File: src/rtl/cfg_reg_pkg.sv
// Shared types and helpers for the cfg_reg_bank register target.
package cfg_reg_pkg;

    typedef enum logic [1:0] {IDLE, WAIT, RESP} cfg_reg_state_t;

    localparam int WAIT_CNT_W     = 4;
    localparam int DATA_WIDTH_DEF = 32;
    localparam int LOCK_BIT_IDX   = DATA_WIDTH_DEF - 1;

    function automatic logic addr_is_ctrl(input int unsigned addr, input int unsigned num_ctrl);
        return addr < num_ctrl;
    endfunction

    function automatic logic addr_is_stat(input int unsigned addr, input int unsigned num_ctrl,
                                          input int unsigned num_stat);
        return (addr >= num_ctrl) && (addr < num_ctrl + num_stat);
    endfunction

endpackage

File: src/rtl/cfg_reg_decode.sv
// Address decode for cfg_reg_bank: classifies the word address and flags
// out-of-range, read-only-write and locked-write errors.
module cfg_reg_decode
    import cfg_reg_pkg::*;
#(
    parameter int ADDR_WIDTH = 3,
    parameter int NUM_CTRL   = 4,
    parameter int NUM_STAT   = 2
) (
    input  logic [ADDR_WIDTH-1:0] addr,
    input  logic                  is_wr,
    input  logic                  lock,
    output logic                  hit_ctrl,
    output logic                  hit_stat,
    output logic [ADDR_WIDTH-1:0] ctrl_idx,
    output logic [ADDR_WIDTH-1:0] stat_idx,
    output logic                  err
);

    assign hit_ctrl = addr_is_ctrl(32'(addr), NUM_CTRL);
    assign hit_stat = addr_is_stat(32'(addr), NUM_CTRL, NUM_STAT);
    assign ctrl_idx = addr;
    assign stat_idx = addr - ADDR_WIDTH'(NUM_CTRL);

    // A set lock blocks every control write, including the one that would clear it.
    assign err = !(hit_ctrl || hit_stat) || (is_wr && hit_stat) || (is_wr && hit_ctrl && lock);

endmodule

File: src/rtl/cfg_reg_bank.sv
// Control/status register bank behind the APB bridge, with programmable wait states.
// Optional sticky write lock in ctrl[0] MSB when CFG_REG_LOCK_EN is defined.
module cfg_reg_bank
    import cfg_reg_pkg::*;
#(
    parameter int                   ADDR_WIDTH  = 3,
    parameter int                   DATA_WIDTH  = 32,
    parameter int                   NUM_CTRL    = 4,
    parameter int                   NUM_STAT    = 2,
    parameter int                   WAIT_CYCLES = 0,
    parameter logic [DATA_WIDTH-1:0] RESET_VAL  = '0
) (
    input  logic                           clk,
    input  logic                           rst_n,
    input  logic                           i_bus_req,
    input  logic                           i_bus_req_is_wr,
    input  logic [ADDR_WIDTH-1:0]          i_bus_addr,
    input  logic [DATA_WIDTH-1:0]          i_bus_wr_data,
    input  logic [DATA_WIDTH-1:0]          i_bus_wr_biten,
    output logic                           o_bus_req_stall_wr,
    output logic                           o_bus_req_stall_rd,
    output logic                           o_bus_ready,
    output logic [DATA_WIDTH-1:0]          o_bus_rd_data,
    output logic                           o_bus_err,
    output logic [NUM_CTRL*DATA_WIDTH-1:0] o_ctrl,
    input  logic [NUM_STAT*DATA_WIDTH-1:0] i_status
);

    localparam int LOCK_IDX = (DATA_WIDTH == DATA_WIDTH_DEF) ? LOCK_BIT_IDX : DATA_WIDTH - 1;
`ifdef CFG_REG_LOCK_EN
    localparam bit LOCK_EN = 1'b1;
`else
    localparam bit LOCK_EN = 1'b0;
`endif

    cfg_reg_state_t                     state, state_nxt;
    logic [WAIT_CNT_W-1:0]              cnt, cnt_nxt;
    logic                               is_wr_q;
    logic [ADDR_WIDTH-1:0]              addr_q;
    logic [DATA_WIDTH-1:0]              wr_data_q, wr_biten_q;
    logic                               ready_q, err_q, commit_q;
    logic [DATA_WIDTH-1:0]              rd_data_q, rd_word;
    logic [NUM_CTRL-1:0][DATA_WIDTH-1:0] ctrl;
    logic [NUM_STAT-1:0][DATA_WIDTH-1:0] status;

    logic                  accept, enter_resp, lock;
    logic                  is_wr_eff;
    logic [ADDR_WIDTH-1:0] addr_eff;
    logic                  hit_ctrl, hit_stat, dec_err;
    logic [ADDR_WIDTH-1:0] ctrl_idx, stat_idx;

    assign status = i_status;
    assign o_ctrl = ctrl;
    assign lock   = LOCK_EN && ctrl[0][LOCK_IDX];

    always_comb begin
        state_nxt = state;
        cnt_nxt   = cnt;
        case (state)
            IDLE: if (i_bus_req) begin
                if (WAIT_CYCLES == 0) begin
                    state_nxt = RESP;
                end else begin
                    state_nxt = WAIT;
                    cnt_nxt   = WAIT_CNT_W'(WAIT_CYCLES - 1);
                end
            end
            WAIT: if (cnt == '0) state_nxt = RESP;
                  else           cnt_nxt   = cnt - 1'b1;
            RESP:    state_nxt = IDLE;
            default: state_nxt = IDLE;
        endcase
    end

    always_ff @(posedge clk or negedge rst_n) begin
        if (!rst_n) begin
            state <= IDLE;
            cnt   <= '0;
        end else begin
            state <= state_nxt;
            cnt   <= cnt_nxt;
        end
    end

    assign accept     = (state == IDLE) && i_bus_req;
    assign enter_resp = (state_nxt == RESP) && (state != RESP);

    // With zero wait states RESP is entered on the accept edge itself, so the
    // response must be decoded from the live request rather than the latch.
    assign is_wr_eff = (state == IDLE) ? i_bus_req_is_wr : is_wr_q;
    assign addr_eff  = (state == IDLE) ? i_bus_addr : addr_q;

    cfg_reg_decode #(
        .ADDR_WIDTH(ADDR_WIDTH),
        .NUM_CTRL  (NUM_CTRL),
        .NUM_STAT  (NUM_STAT)
    ) u_decode (
        .addr    (addr_eff),
        .is_wr   (is_wr_eff),
        .lock    (lock),
        .hit_ctrl(hit_ctrl),
        .hit_stat(hit_stat),
        .ctrl_idx(ctrl_idx),
        .stat_idx(stat_idx),
        .err     (dec_err)
    );

    always_comb begin
        rd_word = '0;
        if (!is_wr_eff && !dec_err) begin
            for (int k = 0; k < NUM_CTRL; k++)
                if (hit_ctrl && ctrl_idx == ADDR_WIDTH'(k)) rd_word = ctrl[k];
            for (int k = 0; k < NUM_STAT; k++)
                if (hit_stat && stat_idx == ADDR_WIDTH'(k)) rd_word = status[k];
        end
    end

    always_ff @(posedge clk or negedge rst_n) begin
        if (!rst_n) begin
            is_wr_q    <= 1'b0;
            addr_q     <= '0;
            wr_data_q  <= '0;
            wr_biten_q <= '0;
        end else if (accept) begin
            is_wr_q    <= i_bus_req_is_wr;
            addr_q     <= i_bus_addr;
            wr_data_q  <= i_bus_wr_data;
            wr_biten_q <= i_bus_wr_biten;
        end
    end

    always_ff @(posedge clk or negedge rst_n) begin
        if (!rst_n) begin
            ready_q   <= 1'b0;
            err_q     <= 1'b0;
            commit_q  <= 1'b0;
            rd_data_q <= '0;
        end else if (enter_resp) begin
            ready_q   <= 1'b1;
            err_q     <= dec_err;
            commit_q  <= is_wr_eff && hit_ctrl && !dec_err;
            rd_data_q <= rd_word;
        end else if (state == RESP) begin
            ready_q   <= 1'b0;
            err_q     <= 1'b0;
            commit_q  <= 1'b0;
            rd_data_q <= '0;
        end
    end

    always_ff @(posedge clk or negedge rst_n) begin
        if (!rst_n) begin
            ctrl <= {NUM_CTRL{RESET_VAL}};
        end else if (state == RESP && commit_q) begin
            for (int k = 0; k < NUM_CTRL; k++)
                if (addr_q == ADDR_WIDTH'(k))
                    ctrl[k] <= (ctrl[k] & ~wr_biten_q) | (wr_data_q & wr_biten_q);
        end
    end

    assign o_bus_req_stall_wr = (state != IDLE);
    assign o_bus_req_stall_rd = (state != IDLE);
    assign o_bus_ready        = ready_q;
    assign o_bus_err          = err_q;
    assign o_bus_rd_data      = rd_data_q;

endmodule

File: config.mk
export PLATFORM = sky130hd
export DESIGN_NAME = cfg_reg_bank
export DESIGN_NICKNAME = d
export VERILOG_FILES = /design/src/rtl/cfg_reg_pkg.sv /design/src/rtl/cfg_reg_decode.sv /design/src/rtl/cfg_reg_bank.sv
export SDC_FILE = /design/constraint.sdc
export NUM_CORES = 1
export LEC_CHECK = 0
export ABC_AREA = 1
export CAP_MARGIN = 15
export CORE_MARGIN = 5
export CORE_UTILIZATION = 49
export DETAILED_ROUTE_END_ITERATION = 6
export GPL_TIMING_DRIVEN = 1
export PLACE_DENSITY = 0.79
export SETUP_SLACK_MARGIN = 0.15
export SYNTH_ARGS = -nofsm -noshare
export SYNTH_HDL_FRONTEND = slang
export SYNTH_SLANG_ARGS = --single-unit
export TNS_END_PERCENT = 30
File: constraint.sdc
create_clock -name clk -period 2.1 [get_ports clk]
set_input_delay 0.42 -clock clk [delete_from_list [all_inputs] [get_ports clk]]
set_output_delay 0.42 -clock clk [all_outputs]
set_load 0.03 [all_outputs]
==> flow_results.xml <==
<?xml version="1.0" encoding="UTF-8"?>
<metrics>
  <group name="cts">
    <metric name="cts_tree" unit="">built</metric>
    <metric name="cts.sink_count" unit="">237</metric>
    <metric name="cts.reportedPaths.clkPinSlew" unit="ns">0.06</metric>
    <metric name="cts-root-to-sink-buffers" unit="">3</metric>
    <metric name="clock_tree.root_cell" unit="">sky130_fd_sc_hd__clkbuf_16</metric>
    <metric name="cts_buffers" unit="">26</metric>
    <metric name="worst_skew_pair.late_latency" unit="ns">0.52</metric>
    <metric name="htree_num_levels" unit="">1</metric>
  </group>
  <group name="synthesis">
    <metric name="synth_top_cell_area_share" unit="%">52.1</metric>
    <metric name="synth-async-reset-ratio" unit="%">100</metric>
    <metric name="synth.cell_area" unit="mm^2">0.0114</metric>
    <metric name="postSynthNetCount" unit="">1498</metric>
    <metric name="synth-main-ff-cell" unit="">sky130_fd_sc_hd__dfrtp_1</metric>
    <metric name="synth_seq_area_share" unit="%">52.1</metric>
    <metric name="number_of_synthesized_register_bits" unit="">237</metric>
    <metric name="synth_enable_flop_cells" unit="">0</metric>
    <metric name="synth.cells.most_frequent" unit="">sky130_fd_sc_hd__nand2_1 (284), sky130_fd_sc_hd__dfrtp_1 (237), sky130_fd_sc_hd__a21oi_1 (193)</metric>
    <metric name="number_of_cells_produced_by_synthesis" unit="">1362</metric>
    <metric name="synth.yosys.warnings" unit="">0</metric>
    <metric name="syn-mean-instance-area" unit="um^2">8.35</metric>
    <metric name="yosys.cell_types.count" unit="">27</metric>
    <metric name="post-synth-top-area-cell" unit="">sky130_fd_sc_hd__dfrtp_1</metric>
    <metric name="synth_area_leaders" unit="">sky130_fd_sc_hd__dfrtp_1 (52%), sky130_fd_sc_hd__nand2_1 (9.4%), sky130_fd_sc_hd__a21oi_1 (8.5%)</metric>
    <metric name="synth_most_common_cell" unit="">sky130_fd_sc_hd__nand2_1</metric>
  </group>
  <group name="power">
    <metric name="static-leakage-power" unit="uW">0.00806</metric>
    <metric name="vdd_drop_max" unit="mV">0.724</metric>
    <metric name="total_power" unit="uW">16800</metric>
    <metric name="power.density_cell_area" unit="mW/mm^2">1010</metric>
  </group>
  <group name="critical_path">
    <metric name="critPathArrivalTime" unit="ns">1.62</metric>
    <metric name="crit_fanout" unit="">3</metric>
    <metric name="cp_cell_sequence" unit="">clkdlybuf4s50_1</metric>
    <metric name="worstSetupPathType" unit="">flip-flop to output pin</metric>
    <metric name="regToRegSetupSlack" unit="ns">0.11</metric>
    <metric name="critical_path_required" unit="ns">1.68</metric>
    <metric name="number_of_buffers_and_inverters_on_the_critical_path" unit="">1</metric>
    <metric name="regToRegStartpoint" unit="">state[0]$_DFF_PN0_</metric>
    <metric name="critical_path.top_delay_family" unit="">buffers and inverters</metric>
    <metric name="critPathCaptureType" unit="">output pin</metric>
    <metric name="critical_path.slowest_cell" unit="">sky130_fd_sc_hd__clkdlybuf4s50_1</metric>
    <metric name="delay_of_the_slowest_critical_path_stage" unit="ns">0.71</metric>
    <metric name="cp-start-kind" unit="">flip-flop</metric>
    <metric name="r2r.worst_path.cells" unit="">13</metric>
    <metric name="rr_endpoint" unit="">o_bus_rd_data[0]$_DFFE_PN0P_</metric>
  </group>
  <group name="grt">
    <metric name="grt_max_degree" unit="">79</metric>
    <metric name="groute.layer.met1.usage" unit="%">38.1</metric>
    <metric name="grt_pass1_vias" unit="">11100</metric>
    <metric name="wire_length_of_the_first_global_routing_pass" unit="mm">60.5</metric>
    <metric name="overflow_after_grt" unit="">0</metric>
    <metric name="global_route.usage.total" unit="%">28.4</metric>
    <metric name="grtUsageMet3" unit="%">5.82</metric>
    <metric name="globalRoute.busiestLayer" unit="">met2</metric>
    <metric name="grt_use_met2" unit="%">45.5</metric>
    <metric name="grt_antenna_before_repair" unit="">1</metric>
  </group>
  <group name="worst_hold_path">
    <metric name="hold_path.class" unit="">input pin to async pin</metric>
  </group>
  <group name="placement">
    <metric name="dpl.hpwl" unit="mm">27.1</metric>
    <metric name="placement.io_buffers" unit="">298</metric>
    <metric name="placed_cells_incl_taps" unit="">1904</metric>
    <metric name="gp_routability_congestion" unit="">0.910</metric>
  </group>
  <group name="die">
    <metric name="floorplan.rows" unit="">55</metric>
    <metric name="floorplan.initialDensity" unit="%">50.0</metric>
    <metric name="top_level_ports" unit="">299</metric>
    <metric name="placeableCoreArea" unit="mm^2">0.0228</metric>
    <metric name="dieArea" unit="mm^2">0.0264</metric>
    <metric name="die-width" unit="um">162</metric>
    <metric name="die_height" unit="um">162</metric>
  </group>
  <group name="drt">
    <metric name="totalWireLength" unit="mm">42.0</metric>
    <metric name="vias" unit="">11800</metric>
    <metric name="drt_first_pass_iters" unit="">5</metric>
    <metric name="drc" unit="">0</metric>
    <metric name="remaining_number_of_nets_flagged_by_the_antenna_check_after_routing" unit="">0</metric>
    <metric name="route.detailed.vias_per_inst" unit="">5.92</metric>
    <metric name="detail_route.iter0.violations" unit="">1294</metric>
    <metric name="routedWlPerCell" unit="um">21.1</metric>
  </group>
  <group name="final_layout">
    <metric name="final_layout_size_suffix_gt1_share" unit="%">12.7</metric>
    <metric name="n_antenna_cell" unit="">0</metric>
    <metric name="layout.nets" unit="">1791</metric>
    <metric name="area_delta_synth_final" unit="%">45.7</metric>
    <metric name="final-instance-count-excl-fill" unit="">1987</metric>
  </group>
  <group name="timing">
    <metric name="rsz0062_at_grt" unit="">yes</metric>
    <metric name="setup_viol" unit="">0</metric>
    <metric name="timing_hold_violations_final" unit="">0</metric>
    <metric name="drv_slew" unit="">0</metric>
    <metric name="worst_pin_slew" unit="ns">0.548</metric>
    <metric name="slew-limit-headroom" unit="%">63.5</metric>
    <metric name="max_freq" unit="MHz">489</metric>
    <metric name="final.period_utilization" unit="%">97.3</metric>
    <metric name="fin_crit" unit="ns">2.04</metric>
    <metric name="final.setup_skew" unit="ns">0.0233</metric>
  </group>
  <group name="run">
    <metric name="maxCapViolCount" unit="">0</metric>
  </group>
  <group name="run_status">
    <metric name="status" unit="">finished clean</metric>
  </group>
</metrics>
==> placed cells by master (no fill, tap or decap), drive strengths merged, types with 6 or more instances in the layout <==
master         instances
a21oi                193
a31oi                 96
buf                   75
clkbuf                49
clkdlybuf4s50        235
clkinv                 6
dfrtp                237
dlygate4sd2           49
dlymetal6s2s          11
inv                  113
mux2                  32
nand2                285
nand3                 36
nand4                 96
nor2                 102
o21ai                 43
==> layout make-up <==
cell class,count,area [um^2]
Clock buffer,36,739
Clock inverter,11,158
Fill cell,1680,6200
Inverter,114,449
Multi-Input combinational cell,892,4700
Sequential cell,237,5930
Tap cell,313,392
Timing Repair Buffer,384,4200
==> kinds of logic (layout without fill, tap and decap cells) <==
logic type | count (synthesis) | in the layout | share of synthesized area (%)
buf+inv | 234 | 545 | 8.12
compound gates | 333 | 333 | 15.8
mux | 32 | 32 | 3.17
xor+xnor | 1 | 1 | 0.0770
simple gates | 524 | 525 | 20.6
fa+ha+maj | 1 | 1 | 0.110
flops | 237 | 237 | 52.1
==> worst max path at each step <==
stage | from | to | slack, ns | cells past startpoint
after global routing | state[0]$_DFF_PN0_ | o_bus_rd_data[4]$_DFFE_PN0P_ | -0.02 | 13
after floorplan | state[0]$_DFF_PN0_ | o_bus_rd_data[15]$_DFFE_PN0P_ | 0.24 | 13
after CTS | state[1]$_DFF_PN0_ | o_bus_req_stall_wr | 0.05 | 3
final | flip-flop | o_ctrl[70] | 0.06 | 1
after detailed placement | i_bus_addr[2] | o_bus_rd_data[23]$_DFFE_PN0P_ | -0.16 | 11
after global placement | i_bus_addr[2] | o_bus_rd_data[23]$_DFFE_PN0P_ | -0.19 | 11
==> power breakdown <==
part           switching (uW)  internal [uW]
clock network            1840           2940
registers                 981           5430
logic                    3340           2250
==> repair_timing <==
item                       4_1_cts  5_1_grt
hold buffers                     1        0
pin swaps                        1       28
setup buffers                    5       14
resized for setup               62       79
setup endpoints to repair      196      149
hold endpoints to repair        59        0
cloned                           0       16
==> layer usage <==
layer	vias up	part of all wire, %
li1	5224	-
met1	5566	38
met2	821	47
met3	141	11
met4	2	4.1
met5	-	0.026
==> through the flow <==
step / setup slack (ns) / hold slack (ns) / setup TNS, ns / area, um^2 / utilization (%)
floorplan: 0.243 / 0.124 / 0 / 11400 / -
global placement: -0.186 / 0.419 / -0.863 / 14900 / 65.6
detailed placement: -0.161 / 0.419 / -1.87 / 14900 / 65.6
CTS: 0.0529 / 0.466 / 0 / 15800 / 69.6
global route: -0.0186 / 0.483 / -0.0186 / 16600 / 72.8
finish: 0.0564 / 0.463 / 0 / 16600 / 72.8
Note: power is estimated with default switching activity, not from simulation.
